## src/rtl/dotp_pkg.sv

```systemverilog
// Shared types and fixed widths for the dot-product sequencer slice.
package dotp_pkg;

    localparam int unsigned N_ELEM = 8;
    localparam int unsigned DATA_W = 32;
    localparam int unsigned RES_W  = 64;

    typedef enum logic [1:0] {
        S_FILL,
        S_START,
        S_WAIT,
        S_OUT
    } seq_state_t;

endpackage

```

## src/rtl/dotp_operand_buf.sv

```systemverilog
// Operand register file: N_ELEM a/b slots filled in order by an internal write index,
// presented packed (slot 0 in the low bits) to the accelerator.
module dotp_operand_buf
    import dotp_pkg::*;
#(
    parameter int unsigned N_ELEM_P = N_ELEM,
    parameter int unsigned DATA_W_P = DATA_W,
    parameter int unsigned IDX_W    = $clog2(N_ELEM_P)
) (
    input  logic                         clk,
    input  logic                         rst,
    input  logic                         wr_en_i,
    input  logic                         clr_idx_i,
    input  logic [DATA_W_P-1:0]          a_i,
    input  logic [DATA_W_P-1:0]          b_i,
    output logic [IDX_W-1:0]             idx_o,
    output logic                         last_o,
    output logic [N_ELEM_P*DATA_W_P-1:0] acc_a_o,
    output logic [N_ELEM_P*DATA_W_P-1:0] acc_b_o
);

    logic [DATA_W_P-1:0] a_q [N_ELEM_P];
    logic [DATA_W_P-1:0] b_q [N_ELEM_P];
    logic [IDX_W-1:0]    idx_q;

    assign idx_o  = idx_q;
    assign last_o = (idx_q == IDX_W'(N_ELEM_P - 1));

    always_ff @(posedge clk) begin
        if (rst) begin
            idx_q <= '0;
            for (int unsigned i = 0; i < N_ELEM_P; i++) begin
                a_q[i] <= '0;
                b_q[i] <= '0;
            end
        end else if (clr_idx_i) begin
            idx_q <= '0;
        end else if (wr_en_i) begin
            a_q[idx_q] <= a_i;
            b_q[idx_q] <= b_i;
            idx_q      <= last_o ? '0 : idx_q + 1'b1;
        end
    end

    always_comb begin
        acc_a_o = '0;
        acc_b_o = '0;
        for (int unsigned i = 0; i < N_ELEM_P; i++) begin
            acc_a_o[i*DATA_W_P +: DATA_W_P] = a_q[i];
            acc_b_o[i*DATA_W_P +: DATA_W_P] = b_q[i];
        end
    end

endmodule

```

## src/rtl/dot_product_sequencer.sv

```systemverilog
// Initiator for the 8-element dot-product accelerator start/done protocol.
// Optional S_WAIT watchdog enabled by defining DOTSEQ_TIMEOUT_EN.
module dot_product_sequencer
    import dotp_pkg::*;
#(
    parameter int unsigned N_ELEM      = dotp_pkg::N_ELEM,
    parameter int unsigned DATA_W      = dotp_pkg::DATA_W,
    parameter int unsigned RES_W       = dotp_pkg::RES_W,
    parameter int unsigned TAG_W       = 8,
    parameter int unsigned TIMEOUT_CYC = 64
) (
    input  logic                     clk,
    input  logic                     rst,
    input  logic                     in_valid,
    output logic                     in_ready,
    input  logic [DATA_W-1:0]        in_a,
    input  logic [DATA_W-1:0]        in_b,
    output logic [N_ELEM*DATA_W-1:0] acc_a,
    output logic [N_ELEM*DATA_W-1:0] acc_b,
    output logic                     acc_start,
    input  logic                     acc_done,
    input  logic [RES_W-1:0]         acc_result,
    output logic                     res_valid,
    input  logic                     res_ready,
    output logic [RES_W-1:0]         res_data,
    output logic [TAG_W-1:0]         res_tag,
    output logic                     busy,
    output logic                     err_timeout
);

    localparam int unsigned IDX_W = $clog2(N_ELEM);

    if (N_ELEM != 8) begin : g_bad_n_elem
        $error("dot_product_sequencer: N_ELEM must be 8 to match the accelerator");
    end
    if (TIMEOUT_CYC == 0) begin : g_bad_timeout
        $error("dot_product_sequencer: TIMEOUT_CYC must be non-zero");
    end

    seq_state_t       state_q, state_d;
    logic [RES_W-1:0] res_data_q, res_data_d;
    logic [TAG_W-1:0] res_tag_q, res_tag_d;
    logic [TAG_W-1:0] job_cnt_q, job_cnt_d;
    logic             buf_wr, buf_clr, buf_last;
    logic [IDX_W-1:0] buf_idx;

`ifdef DOTSEQ_TIMEOUT_EN
    localparam int unsigned WD_W = $clog2(TIMEOUT_CYC + 1);
    logic [WD_W-1:0] wdog_q, wdog_d;
    logic            err_q, err_d;
    assign err_timeout = err_q;
`else
    assign err_timeout = 1'b0;
`endif

    dotp_operand_buf #(
        .N_ELEM_P (N_ELEM),
        .DATA_W_P (DATA_W),
        .IDX_W    (IDX_W)
    ) u_buf (
        .clk       (clk),
        .rst       (rst),
        .wr_en_i   (buf_wr),
        .clr_idx_i (buf_clr),
        .a_i       (in_a),
        .b_i       (in_b),
        .idx_o     (buf_idx),
        .last_o    (buf_last),
        .acc_a_o   (acc_a),
        .acc_b_o   (acc_b)
    );

    always_ff @(posedge clk) begin
        if (rst) begin
            state_q    <= S_FILL;
            res_data_q <= '0;
            res_tag_q  <= '0;
            job_cnt_q  <= '0;
`ifdef DOTSEQ_TIMEOUT_EN
            wdog_q     <= '0;
            err_q      <= 1'b0;
`endif
        end else begin
            state_q    <= state_d;
            res_data_q <= res_data_d;
            res_tag_q  <= res_tag_d;
            job_cnt_q  <= job_cnt_d;
`ifdef DOTSEQ_TIMEOUT_EN
            wdog_q     <= wdog_d;
            err_q      <= err_d;
`endif
        end
    end

    always_comb begin
        state_d    = state_q;
        res_data_d = res_data_q;
        res_tag_d  = res_tag_q;
        job_cnt_d  = job_cnt_q;
        buf_wr     = 1'b0;
        buf_clr    = 1'b0;
        in_ready   = 1'b0;
        acc_start  = 1'b0;
        res_valid  = 1'b0;
`ifdef DOTSEQ_TIMEOUT_EN
        wdog_d     = wdog_q;
        err_d      = err_q;
`endif
        unique case (state_q)
            S_FILL: begin
                in_ready = 1'b1;
                if (in_valid) begin
                    buf_wr = 1'b1;
                    if (buf_last) state_d = S_START;
                end
            end
            S_START: begin
                acc_start = 1'b1;
                state_d   = S_WAIT;
`ifdef DOTSEQ_TIMEOUT_EN
                wdog_d    = '0;
`endif
            end
            S_WAIT: begin
                // done is only looked at from here on; the accelerator drops it on start
                if (acc_done) begin
                    res_data_d = acc_result;
                    res_tag_d  = job_cnt_q;
                    job_cnt_d  = job_cnt_q + 1'b1;
                    state_d    = S_OUT;
                end
`ifdef DOTSEQ_TIMEOUT_EN
                else if (wdog_q == WD_W'(TIMEOUT_CYC - 1)) begin
                    err_d      = 1'b1;
                    res_data_d = '0;
                    res_tag_d  = job_cnt_q;
                    job_cnt_d  = job_cnt_q + 1'b1;
                    state_d    = S_OUT;
                end else begin
                    wdog_d = wdog_q + 1'b1;
                end
`endif
            end
            S_OUT: begin
                res_valid = 1'b1;
                if (res_ready) begin
                    buf_clr = 1'b1;
                    state_d = S_FILL;
                end
            end
            default: state_d = S_FILL;
        endcase
    end

    assign res_data = res_data_q;
    assign res_tag  = res_tag_q;
    assign busy     = !((state_q == S_FILL) && (buf_idx == '0));

endmodule

```

## config.mk

```make
export PLATFORM = sky130hd
export DESIGN_NAME = dot_product_sequencer
export DESIGN_NICKNAME = d
export VERILOG_FILES = /design/src/rtl/dotp_pkg.sv /design/src/rtl/dotp_operand_buf.sv /design/src/rtl/dot_product_sequencer.sv
export SDC_FILE = /design/constraint.sdc
export NUM_CORES = 1
export LEC_CHECK = 0
export ABC_CLOCK_PERIOD_IN_PS = 2540
export BUFFER_PORTS_ARGS = -buffer_cell sky130_fd_sc_hd__buf_2
export CAP_MARGIN = 20
export CORE_AREA = 2 2 285 287
export CTS_CLUSTER_SIZE = 28
export DETAILED_ROUTE_END_ITERATION = 8
export DIE_AREA = 0 0 287 289
export GPL_TIMING_DRIVEN = 0
export HOLD_SLACK_MARGIN = 0.12
export REMOVE_ABC_BUFFERS = 1
export SYNTH_ARGS = -nofsm -noshare
export SYNTH_HDL_FRONTEND = slang
export SYNTH_SLANG_ARGS = --single-unit
```

## constraint.sdc

```tcl
create_clock -name clk -period 2.54 [get_ports clk]
set_clock_uncertainty 0.2 [all_clocks]
set_input_delay 0.127 -clock clk [delete_from_list [all_inputs] [get_ports clk]]
set_output_delay 0.127 -clock clk [all_outputs]
set_load 0.02 [all_outputs]
```

## After elaboration in Yosys (flattened, before gate mapping)

Memories as Yosys holds them, arrays and structs flattened.
Index checks and enable logic that the tools add are counted.

| storage, ports and cells | value |
|---|---|
| logic and storage cells | 51 |
| memories | 2 |
| register bits | 85 |
| latch bits | 0 |
| RAM bits | 512 |
| ROM bits | 0 |
| output and inout bits | 589 |
| input bits | 133 |

Memories:

| name | words | bits a word | read ports | clocked after memory_dff | wr ports | line | text |
|---|---|---|---|---|---|---|---|
| u_buf.a_q | 8 | 32 | 8 | 0 | 8 | dotp_operand_buf.sv:22 | `logic [DATA_W_P-1:0] a_q [N_ELEM_P];` |
| u_buf.b_q | 8 | 32 | 8 | 0 | 8 | dotp_operand_buf.sv:23 | `logic [DATA_W_P-1:0] b_q [N_ELEM_P];` |

| operators by class | value |
|---|---|
| order comparisons | 0 |
| eq/ne operators | 8 |
| bitwise logic cells | 0 |
| div/mod/pow operators | 0 |
| $add $sub $neg | 2 |
| reductions and logical operators | 9 |
| multiplexer cells | 25 |
| shift-type cells | 0 |
| multiply operators | 0 |

Operators with widths:

| cell | number |
|---|---|
| two-way mux 32 bit | 2 |
| OR reduction 32 bit | 2 |
| two-way mux 1 bit | 15 |
| two-way mux 3 bit | 3 |
| adder 8 x 1 -> 8 bit (second input constant) | 1 |
| two-way mux 2 bit | 4 |
| one-hot mux 2 bit (4 select lines) | 1 |
| inequality test 2 bit (second input constant) | 3 |
| == test 2 bit (second input constant) | 2 |
| AND reduction 4 bit | 1 |
| adder 3 x 1 -> 3 bit (second input constant) | 1 |
| == test 3 bit (second input constant) | 1 |
| zero test 3 bit | 1 |
| == test 2 x 1 -> 1 bit (second input constant) | 1 |
| zero test 2 bit | 1 |
| inequality test 2 x 1 -> 1 bit (second input constant) | 1 |
| AND reduction 2 bit | 1 |
| OR reduction 2 bit | 1 |
| logical AND 1 bit | 1 |
| zero test 1 bit | 1 |

## Longest topological paths before layout

| logic depth | value |
|---|---|
| depth in word-level cells | 8 |
| mapped depth | 8 |
| gate-level depth less buffers | 5 |

## Cells and area by module

From an unflattened synthesis, not the netlist that was laid out.

| unflattened totals | value |
|---|---|
| cells, all modules | 1606 |
| area, all modules | 22959.5 µm² |

Modules (own cells, without submodules):

| module | instances | sequential area each (µm²) | cells an instance | area an instance (µm²) |
|---|---|---|---|---|
| dotp_operand_buf | 1 | 15434.8 | 1233 | 19961.6 |
| dot_product_sequencer | 1 | 1641.6 | 373 | 2997.9 |

## Worst setup path after synthesis

Ideal clock, no wire load.

| timing | value |
|---|---|
| kind | register to register |
| start point | reg state_q[0] |
| end point | mem u_buf.a_q[0][0] (netlist name) (enable) |
| data required time | 1946 ps |
| buffers on the path | 2 |
| path slack | -389 ps |
| clock period less this slack | 2929 ps |
| library setup time | 394 ps |
| stages on the path, launching flop included | 8 |
| arrival | 2335 ps |
| cells stage by stage | dfxtp_1 inv_1 ha_1 nand2_1 buf_2 nor4_2 buf_4 or2_2 |

RTL lines:

| what | line | text |
|---|---|---|
| start, declared | dot_product_sequencer.sv:40 | `seq_state_t state_q, state_d;` |
| start signal, assigned | dot_product_sequencer.sv:84 | `state_q <= state_d;` |
| end, declared | dotp_operand_buf.sv:22 |  |

==> metrics <==
WP depth 10; RR Endpoint u_buf.a_q[5][17]$_SDFFCE_PN0P_; slew of the pin with the lowest slew margin 0.613 ns; final setup margin -0.0323 ns; Rel. slew slack 0.591; failing checks setup timing; synthesized flop and latch total 597; sequential area share after synthesis 0.770; Fin Hold WS 0.201 ns; htree depth 2; Worst-Skew Late Latency 0.62 ns; synth cell count leaders and2_1 (513), edfxtp_1 (512), nand2_1 (152); placed insts 3239; DRC 0; share of cells above drive strength 1 0.376; DR pass1 iterations 4; Post-Synthesis Cells 1496; Reg-to-Reg Start state_q[0]$_SDFFE_PP0P_; Sw Share 0.261; Via density 4.45; CP startpoint state_q[0]$_SDFFE_PP0P_; crit-path cells ha_4 > a21o_4 > buf_6 > buf_6 > nor4_4 > buf_4 > buf_12 > or2_4 > buf_12 > buf_16; ys async rst share 0; crit start category flop; Power Internal 17.7 mW; post-synth top area share 0.693; mapped cell area 22200 sq um; # rows 104; Port-buffer cells 720; clock-pin slew on the worst setup and hold paths 0.07 ns; RSZ-0062 raised after global routing true; total power draw 23.9 mW; core region area 79900 sq um; crit path buf inv count 6; power density cells 729 nW/um^2; Peak supply drop 0.000518 V; Tmin final 2.57 ns; die area 82900 sq um; drt wl/cell 22.7 um; reg2reg path depth 10; ANT nets after route 0; Starting Density 0.278; synth top area cells edfxtp_1 (69%), and2_1 (14%), dfxtp_1 (7.7%); Critical Path End u_buf.a_q[5][17]$_SDFFCE_PN0P_; Max-Cap Viols 0; Sink Count 597; CP Class flop to flop; Yosys cell types 33; CTS Buf Count 61; Reg2Reg Setup Slack -0.03 ns; Post-synth EDFFs 512; Critical Path AT 2.69 ns; DP HPWL 49.4 mm; syn_area_per_cell 14.8 sq um; Iteration-0 DRC Markers 1136; cell taking the most area after synthesis edfxtp_1; final-stage net count 2671; DP Area 27500 sq um; antenna violations before repair 2; Main synth FF type edfxtp_1; largest net degree at the start of global routing 80; leakage power 13.9 nW; Die Y 289 um; vias 16200; total gr overflow 0; TNS Setup -0.512 ns; Longest Clk Path Bufs 3; chip width 287 um; Final Max Tran Viols 0; worst-path fanout max 11; CP max stage delay 0.36 ns; Sequential Power Share 0.482; most frequent cell after synthesis and2_1; Detailed Route WL 82.7 mm; worst path required time 2.65 ns; final-report setup violation count 41; Area Growth Syn to Fin 47.7%; Hold Path Class input pin to flop; fmax 0.389 GHz; YS warnings 0; CTS tree yes; Root Driver clkbuf_16; Final Hold Viols 0; IO Count 722; post-route insts no fill 3642; Critical-path top delay cell dfxtp_4; Logic pwr share 0.144; Worst path top cell family by delay buffers and inverters; Net Switching 6.24 mW; design area 32800 sq um; Clk pwr share 0.374; GRT Total Usage 0.189; Worst Setup End Kind flop; fin crit share 1.01; outcome finished with violations; first-pass GRT wire length 115 mm; placer congestion estimate 0.820; vias in the first global route 16800
==> state kept, by name (all words and copies together), names as in the netlist <==
name,cells
job_cnt_q,8
res_data,64
res_tag,8
state_q,2
u_buf.a_q,256
u_buf.b_q,256
u_buf.idx_o,3
==> worst register-to-register path, stage by stage, from the launching register on <==
cell	delay, ns
dfxtp_4	0.36
ha_4	0.17
a21o_4	0.25
buf_6	0.15
buf_6	0.11
nor4_4	0.23
buf_4	0.17
buf_12	0.12
or2_4	0.16
buf_12	0.16
buf_16	0.19
==> metal layers <==
metal  vias to the layer above  share of wire  GRT usage
met2                       849           0.51      0.346
met5                         -       0.000097          0
met3                       124          0.084     0.0474
met1                      8007           0.37      0.218
li1                       7226              -          -
met4                         2          0.031     0.0583
==> worst min-delay path by stage <==
stage                     slack [ns]      startpoint                        end  depth (start not counted)
final                           0.20   acc_result[7]   res_data[7]$_SDFFE_PP0P_                          4
after detailed placement        0.17  acc_result[62]  res_data[62]$_SDFFE_PP0P_                          3
after global placement          0.17  acc_result[62]  res_data[62]$_SDFFE_PP0P_                          3
after floorplan               -0.004             rst  job_cnt_q[1]$_SDFFE_PP0P_                          1
after CTS                       0.12  acc_result[21]  res_data[21]$_SDFFE_PP0P_                          4
after global routing            0.17  acc_result[55]  res_data[55]$_SDFFE_PP0P_                          4
==> placed cells by master (no fill, tap or decap), types with 3 or more instances in the layout <==
cell / netlist / routed
buf_2: 3 / 720
and2_1: 513 / 512
edfxtp_1: 512 / 512
dlygate4sd3_1: 0 / 204
nand2_1: 152 / 150
dfxtp_1: 85 / 82
a21oi_1: 81 / 81
clkbuf_16: 0 / 67
buf_4: 8 / 40
buf_6: 1 / 34
buf_16: 0 / 18
buf_12: 0 / 17
clkbuf_1: 32 / 14
or2_4: 0 / 11
clkinv_1: 0 / 11
clkinv_2: 0 / 10
nor4_4: 0 / 8
ha_1: 9 / 7
buf_8: 0 / 7
or2_2: 9 / 5
nor2_1: 5 / 5
bufinv_16: 0 / 5
inv_1: 5 / 4
nand2b_1: 4 / 4
nand4_1: 4 / 4
o21ai_0: 4 / 4
or3_1: 4 / 4
nand3_1: 3 / 3
bufbuf_16: 0 / 3
==> kinds of logic after synthesis <==
kind of cell    Yosys count  synth area share
compound gates           90            0.0210
xor+xnor                  2          0.000789
fa+ha+maj                 9           0.00507
buf+inv                  90            0.0193
flops                   597             0.770
mux                       1          0.000451
other cells               1          0.000169
simple gates            706             0.184
==> power by group through the flow <==
stage | clock network [mW] | logic, mW | registers [mW]
after floorplan | 0 | 0.637 | 12.5
after global placement | 0 | 2.62 | 11.7
after detailed placement | 0 | 2.83 | 11.7
after CTS | 9.07 | 3.36 | 11.5
after global routing | 9.42 | 3.63 | 11.6
final | 8.93 | 3.44 | 11.5
==> final cells by class <==
cell class	instances	area, sq um
clock inverters	35	332
multi-input cells	816	4880
repair buffers	1047	7470
well taps	1060	1330
diodes	2	5.00
flip-flops and latches	597	17100
fillers	7264	47100
inverters	6	22.5
clock buffers	79	1660
==> through the flow <==
step	util	worst slack, ns
final	0.410	-0.0323
after global routing	0.410	-0.0573
after CTS	0.408	-0.0963
after detailed placement	0.344	-1.55
after global placement	0.334	-7.62
after floorplan	-	-2.01
==> repair_timing <==
item | in CTS | in global routing
endpoints found under the setup margin | 970 | 471
pin swaps | 9 | 9
gates cloned | 21 | 4
hold buffers | 205 | 0
hold endpoints to repair | 597 | 0
buffers inserted | 52 | 10
gates resized for setup | 35 | 16
No activity file was read; power rests on OpenSTA's default activity.
